## src/rtl/buzzer_controller.sv

```systemverilog
// Quiz-show buzzer controller: synchronizes ten player buttons, arms a round
// on start, latches the first eligible player (lowest index wins ties), then
// optionally times the answer window. Players already pressing when the round
// is armed are disqualified for that round.
module buzzer_controller #(
  parameter int ANS_W = 16
) (
  input  logic             clk,
  input  logic             rst,
  input  logic             start,
  input  logic             clear,
  input  logic [9:0]       buzz_in,
  input  logic [ANS_W-1:0] ans_limit,
  output logic [3:0]       winner,
  output logic             winner_valid,
  output logic             timeout,
  output logic             armed,
  output logic [9:0]       false_start
);

  typedef enum logic [1:0] {
    S_IDLE,
    S_ARMED,
    S_LOCKED,
    S_EXPIRED
  } state_t;

  state_t           state, state_next;
  logic [9:0]       buzz_meta, buzz_s;
  logic [ANS_W-1:0] timer, timer_next;
  logic [3:0]       winner_next;
  logic             winner_valid_next;
  logic             timeout_next;
  logic [9:0]       false_start_next;
  logic [9:0]       eligible;

  // Player code: lowest set bit index i gives i+1; no bit set gives 0.
  function automatic logic [3:0] player_code(input logic [9:0] v);
    logic [3:0] code;
    code = 4'd0;
    for (int i = 9; i >= 0; i--) begin
      if (v[i]) code = 4'(i + 1);
    end
    return code;
  endfunction

  // Two-flop synchronizer per button bit; only buzz_s is used downstream.
  // NOTE: sequential state uses non-blocking assignments so every flop samples
  // the pre-edge value of its source, which is what makes the stages chain.
  always_ff @(posedge clk or posedge rst) begin
    if (rst) begin
      buzz_meta <= '0;
      buzz_s    <= '0;
    end else begin
      buzz_meta <= buzz_in;
      buzz_s    <= buzz_meta;
    end
  end

  assign eligible = buzz_s & ~false_start;

  // Next-state and next-output decode for the round FSM.
  always_comb begin
    // NOTE: every signal gets a default before the case so no path leaves one
    // unassigned, which would otherwise infer a latch.
    state_next        = state;
    winner_next       = winner;
    winner_valid_next = winner_valid;
    timeout_next      = timeout;
    false_start_next  = false_start;
    timer_next        = timer;

    if (clear) begin
      state_next        = S_IDLE;
      winner_next       = 4'd0;
      winner_valid_next = 1'b0;
      timeout_next      = 1'b0;
      false_start_next  = '0;
      timer_next        = '0;
    end else begin
      case (state)
        S_IDLE: begin
          if (start) begin
            false_start_next = buzz_s;
            state_next       = S_ARMED;
          end
        end
        S_ARMED: begin
          if (eligible != '0) begin
            winner_next       = player_code(eligible);
            winner_valid_next = 1'b1;
            timer_next        = '0;
            state_next        = S_LOCKED;
          end
        end
        S_LOCKED: begin
          // Saturate rather than wrap so a disabled timeout never fires.
          if (timer != '1) timer_next = timer + ANS_W'(1);
          if (ans_limit != '0 && timer == ans_limit - ANS_W'(1)) begin
            timeout_next = 1'b1;
            state_next   = S_EXPIRED;
          end
        end
        S_EXPIRED: begin
          state_next = S_EXPIRED;
        end
        default: state_next = S_IDLE;
      endcase
    end
  end

  // State and registered outputs; armed is decoded from the next state so it
  // lines up exactly with state==ARMED.
  always_ff @(posedge clk or posedge rst) begin
    if (rst) begin
      state        <= S_IDLE;
      winner       <= 4'd0;
      winner_valid <= 1'b0;
      timeout      <= 1'b0;
      armed        <= 1'b0;
      false_start  <= '0;
      timer        <= '0;
    end else begin
      state        <= state_next;
      winner       <= winner_next;
      winner_valid <= winner_valid_next;
      timeout      <= timeout_next;
      armed        <= (state_next == S_ARMED);
      false_start  <= false_start_next;
      timer        <= timer_next;
    end
  end

endmodule

```

## config.mk

```make
export PLATFORM = sky130hd
export DESIGN_NAME = buzzer_controller
export DESIGN_NICKNAME = d
export VERILOG_FILES = /design/src/rtl/buzzer_controller.sv
export SDC_FILE = /design/constraint.sdc
export NUM_CORES = 1
export LEC_CHECK = 0
export BUFFER_PORTS_ARGS = -buffer_cell sky130_fd_sc_hd__buf_2
export CORE_ASPECT_RATIO = 1.2
export CORE_UTILIZATION = 45
export DETAILED_ROUTE_END_ITERATION = 8
export GPL_TIMING_DRIVEN = 0
export PLACE_DENSITY = 0.74
export SKIP_CTS_REPAIR_TIMING = 1
export SYNTH_ARGS = -nofsm -noshare
export SYNTH_HDL_FRONTEND = slang
export SYNTH_SLANG_ARGS = --single-unit
```

## constraint.sdc

```tcl
create_clock -name clk -period 2.4 [get_ports clk]
set_input_delay 0.48 -clock clk [delete_from_list [all_inputs] [get_ports clk]]
set_output_delay 0.48 -clock clk [all_outputs]
set_load 0.02 [all_outputs]
```

Yosys cells after proc, flatten, opt, wreduce, memory -nomap -nowiden:

Index checks and enable logic that the tools add are counted.

* $add $sub $neg: 2
* multipliers: 0
* div/mod/pow operators: 0
* $lt $le $gt $ge: 0
* equal/unequal tests: 8
* shift operators: 0
* mux-type cells: 31
* bitwise logic cells: 2
* reductions and logical operators: 15

Operator list (number)
* $mux W4: 13
* $mux W16: 3
* $pmux W16 S2: 1
* $mux W10: 3
* $add A16 B1 Y16 const B: 1
* $eq A16 B16 Y1: 1
* $ne A16 B16 Y1 const B: 1
* $reduce_bool A16 Y1: 1
* $sub A16 B1 Y16 const B: 1
* $reduce_bool A2 Y1: 6
* $and A10 B10 Y10: 1
* $not A10 Y10: 1
* $reduce_bool A10 Y1: 1
* $mux W2: 4
* $pmux W2 S4: 1
* $mux W1: 6
* $ne A3 B3 Y1 const B: 2
* $reduce_and A2 Y1: 3
* $eq A2 B1 Y1 const B: 2
* $eq A2 B2 Y1 const B: 2
* $reduce_and A3 Y1: 1
* $reduce_bool A3 Y1: 1
* $logic_not A2 Y1: 1
* $logic_and A1 B1 Y1: 1

* bits in registers: 55
* bits in latches: 0
* RAM bits: 0
* bits in read-only memories: 0
* input port bits: 30
* output and inout bits: 17
* logic and storage cells: 67
* memories kept: 0

Longest topological paths before layout:

* depth after elaboration: 15
* depth in mapped cells: 8
* depth with buffers taken out: 8

Worst setup path after synthesis:

OpenSTA, ideal clock, no wires.

* path type: input to register
* from: input port ans_limit[0]
* to: register timeout
* library setup time: 0.077 ns
* arrival: 1.869 ns
* required time: 2.323 ns
* slack: 0.455 ns
* cell stages on the path: 7
* buffers on the path: 0
* cells stage by stage: inv_1 > ha_1 > or3b_4 > or4_1 > a31oi_1 > o311ai_1 > o21ai_1

* cells in the longest elaborated chain, start to end: 5
* elaborated cells on any way between the ends: 6
* those cells by class: add/sub (1); eq/ne (1); reduce/logical (4)

Ends and longest elaborated chain
* from (decl): line 13 `input logic [ANS_W-1:0] ans_limit,`
* $sub A16 B1 Y16: line 99 `if (ans_limit != '0 && timer == ans_limit - ANS_W'(1)) begin`
* $eq A16 B16 Y1: line 99
* $logic_and A1 B1 Y1 *: line 99
* $reduce_bool A2 Y1 (no source line) *
* $reduce_and A2 Y1 (no source line) *
* to (signal assigned): line 127 `timeout <= timeout_next;`
* to (decl): line 16 `output logic timeout,`

Every way passes the cells marked *; elsewhere a longest branch is shown, timed or not.
A chain may end at the register's enable or synchronous reset.

Worst setup path in the final report:

* from: register timer[0]
* to: register timer[14]

* cells in the longest elaborated chain, start to end: 4
* elaborated cells on any way between the ends: 7
* those cells by class: add/sub (1); eq/ne (2); mux (3); reduce/logical (1)

Ends and longest elaborated chain
* from (decl): line 30 `logic [ANS_W-1:0] timer, timer_next;`
* from (signal assigned): line 130 `timer <= timer_next;`
* $add A16 B1 Y16: line 98 `if (timer != '1) timer_next = timer + ANS_W'(1);`
* $mux W16: line 98
* $pmux W16 S2: line 81 `case (state)`
* $mux W16: line 73 `if (clear) begin`

Several ways; a longest one is shown, not always the timed one. The select of a mux whose other input is x is not followed.

==> flow_summary.ini <==
[sta]
worstMarginPinSlew_ps = 1134
rsz0062_at_grt = false
fin_crit_ps = 2094
fin_tns_setup_ps = 0
relSlewSlack_pct = 23.81
hold_violations = 0
max_freq_ghz = 0.4776
slew_violations = 0
setup_viol = 0
fin_skew_ps = 7.105
whs_ps = 180.7
fin_crit_sh_pct = 87.24

[grt]
grt_overflow_total = 0
grt_max_degree = 34
grtUsageTotal_pct = 18.01
grt_pass1_vias = 2079
antenna_found_initial = 0
grt_first_pass_wirelength_um = 9494

[critical_path]
crit_required_ps = 2590
worst-setup-path-type = reg -> reg
worst_setup_path_start_kind = flop
crit_path_max_incr_delay_ps = 450
worstPathCellList = ha_1 > nand3_1 > nor2_1 > and3_1 > buf_1 > a31oi_1 > o21ai_0 > o31ai_2
crit_buf_inv = 1
endpoint_kind = flop
reg2regPathDepth = 8
crit_arrival_ps = 2290
crit_path_max_fanout = 6
cpLargestDelayFamily = simple AND/OR/NAND/NOR gates
reg2reg_slack_ps = 310
r2r-end = timer[14]
cpMaxStageDelayCell = dfrtp_1
reg2reg_from = timer[0]

[placed_design]
place_area_um2 = 3237
gp_congestion = 0.8546
port-buffer-count = 44
dpl.hpwl_um = 4252

[clocking]
clk_latency_ps = 310
cts_max_path_buffers = 2
ctsHtreeMaxLevel = 2
clk_pin_slew_ps = 100
cts_tree = built
cts_made_buffers = 5
cts.sink_count = 55
cts-root-buf = clkbuf_8

[detailed_routing]
ant_nets = 0
vias = 2207
drt_iter0_markers = 104
drc = 0
wl_per_cell_um = 13.60
first_pass_iters = 4
wl_um = 5548
via_per_inst = 5.409

[cells_and_area]
antennaDiodeCount = 0
drive_gt1_share_pct = 25.15
fin_area_um2 = 3337
final_nets = 357
area_growth_pct = 15.30

[power]
p_leak_nw = 1.445
power.internal_mw = 1.309
p_seq_share_pct = 54.0
ir_drop_v = 0.0004365
p_per_area_nw_per_um2 = 552.6
clock_power_share_pct = 29.8
power_frac_comb_pct = 16.2
finalPower_mw = 1.844
p_sw_mw = 0.5351
swShare_pct = 29.02

[synth]
dominantRegCellSynth = dfrtp_1
seq_area_frac_synth_pct = 47.56
synthesis.instances = 273
yosys_warnings = 0
synth_nets = 305
synth_cell_types = 61
ys_ff_latch = 55
synth_edf_count = 0
synthArstFlopShare_pct = 100.0
syn-cell-area_um2 = 2894
avgSynthCellArea_um2 = 10.60

[floorplan]
dieArea_um2 = 6757
core_area_um2 = 6128
io_pins = 47
dieWidth_um = 75.21
row_count = 31
start_util_pct = 47.22
die_h_um = 89.85

[worst_hold_path]
hp-class = in -> async

[status]
status = completed

[run]
maxCapViolations = 0
-- Yosys cell counts (2+ instances only) --
library cell / number / area (um2)
nand2_1: 16 / 60.06
nor2_1: 24 / 90.09
nand3_1: 11 / 55.05
o31ai_1: 5 / 37.54
nor3_1: 9 / 45.04
and3_4: 4 / 45.04
ha_1: 2 / 25.02
o211ai_1: 3 / 22.52
dfrtp_1: 55 / 1376
inv_1: 8 / 30.03
o21ai_0: 10 / 50.05
nand2b_1: 12 / 75.07
o311ai_0: 2 / 17.52
xnor2_1: 12 / 105.1
nor3_2: 2 / 20.02
nand4_1: 6 / 37.54
xor2_1: 13 / 113.9
clkbuf_1: 2 / 7.510
or3_1: 2 / 12.51
buf_6: 3 / 33.78
a21oi_1: 6 / 30.03
o21ai_1: 3 / 15.01
nor3_4: 2 / 32.53
mux2i_1: 2 / 20.02
a31oi_1: 4 / 25.02
nor4_1: 3 / 18.77
a31oi_4: 2 / 42.54
o22ai_1: 2 / 12.51
and3_1: 3 / 18.77
a22o_1: 10 / 87.58
nor2b_1: 5 / 31.28
-- flip-flops by register name, summed over array words and instances, names as in the netlist --
signal,cells
winner_valid,1
timer,16
buzz_meta,10
timeout,1
armed,1
buzz_s,10
winner,4
false_start,10
state,2
-- power by group through the flow --
| stage | registers (mW) | logic, mW | clock network [mW] |
|---|---|---|---|
| floorplan | 1.04 | 0.177 | 0 |
| global placement | 1.01 | 0.292 | 0 |
| detailed placement | 1.01 | 0.300 | 0 |
| CTS | 0.996 | 0.302 | 0.567 |
| global route | 1.00 | 0.332 | 0.601 |
| finish | 0.996 | 0.298 | 0.550 |
-- how the worst max path moves through the flow --
| stage | start | end | slack [ps] | cells past startpoint |
|---|---|---|---|---|
| floorplan | ans_limit[0] | timeout | 450 | 7 |
| global placement | rst | buzz_meta[2] | -70 | 2 |
| detailed placement | ans_limit[0] | state[0] | 70 | 9 |
| CTS | timer[0] | timer[14] | 330 | 8 |
| global route | timer[0] | timer[14] | 80 | 8 |
| finish | timer[0] | timer[14] | 310 | 8 |
-- cell usage in the layout, fill, tap and decap left out, drive strengths merged, types with 7 or more instances in the layout --
cell type and n:
clkbuf 7, and3 7, nor2 24, nand2b 12, a22o 10, o21ai 14
nand3 11, inv 11, xor2 13, buf 51, dfrtp 55, nor3 13
nand2 16, xnor2 12
-- per-stage QoR --
stage / util [%] / instances / setup slack [ps]
after global routing: 54.45 / 408 / 78.57
after detailed placement: 52.82 / 400 / 74.76
after CTS: 54.45 / 408 / 328.5
after global placement: 52.49 / 399 / -74.23
final: 54.45 / 408 / 306.2
after floorplan: - / 273 / 454.9
-- area by class of cell --
class,instances,area [um2]
inverter,8,30.03
multi-input combinational,202,1430
clock inverter,3,31.28
clock buffer,5,68.82
timing repair buffer,45,240.2
sequential,55,1376
tap,82,102.6
buffer,8,57.56
fill,563,2791
-- kinds of logic (layout without fill, tap and decap cells) --
family                   count (synthesis)  in the layout  synth area share (%)
XOR/XNOR                                25             25                 7.566
buffers and inverters                   16             69                 3.026
AND/OR/NAND/NOR                        112            112                 22.83
multiplexers                             3              3                 1.081
AO/OA/AOI/OAI                           60             60                 17.08
flip-flops                              55             55                 47.56
adder cells (fa/ha/maj)                  2              2                0.8645
-- routing by layer --
layer / global-route usage (%) / wire [um] / share of wire, % / up-vias
met4: 5.247 / 63 / 1.1 / 0
met3: 3.700 / 288 / 5.2 / 7
met2: 29.65 / 2687 / 48 / 59
met1: 23.66 / 2508 / 45 / 1043
li1: - / - / - / 1098
met5: 0 / 0 / 0 / -
No activity file was read; power rests on OpenSTA's default activity.
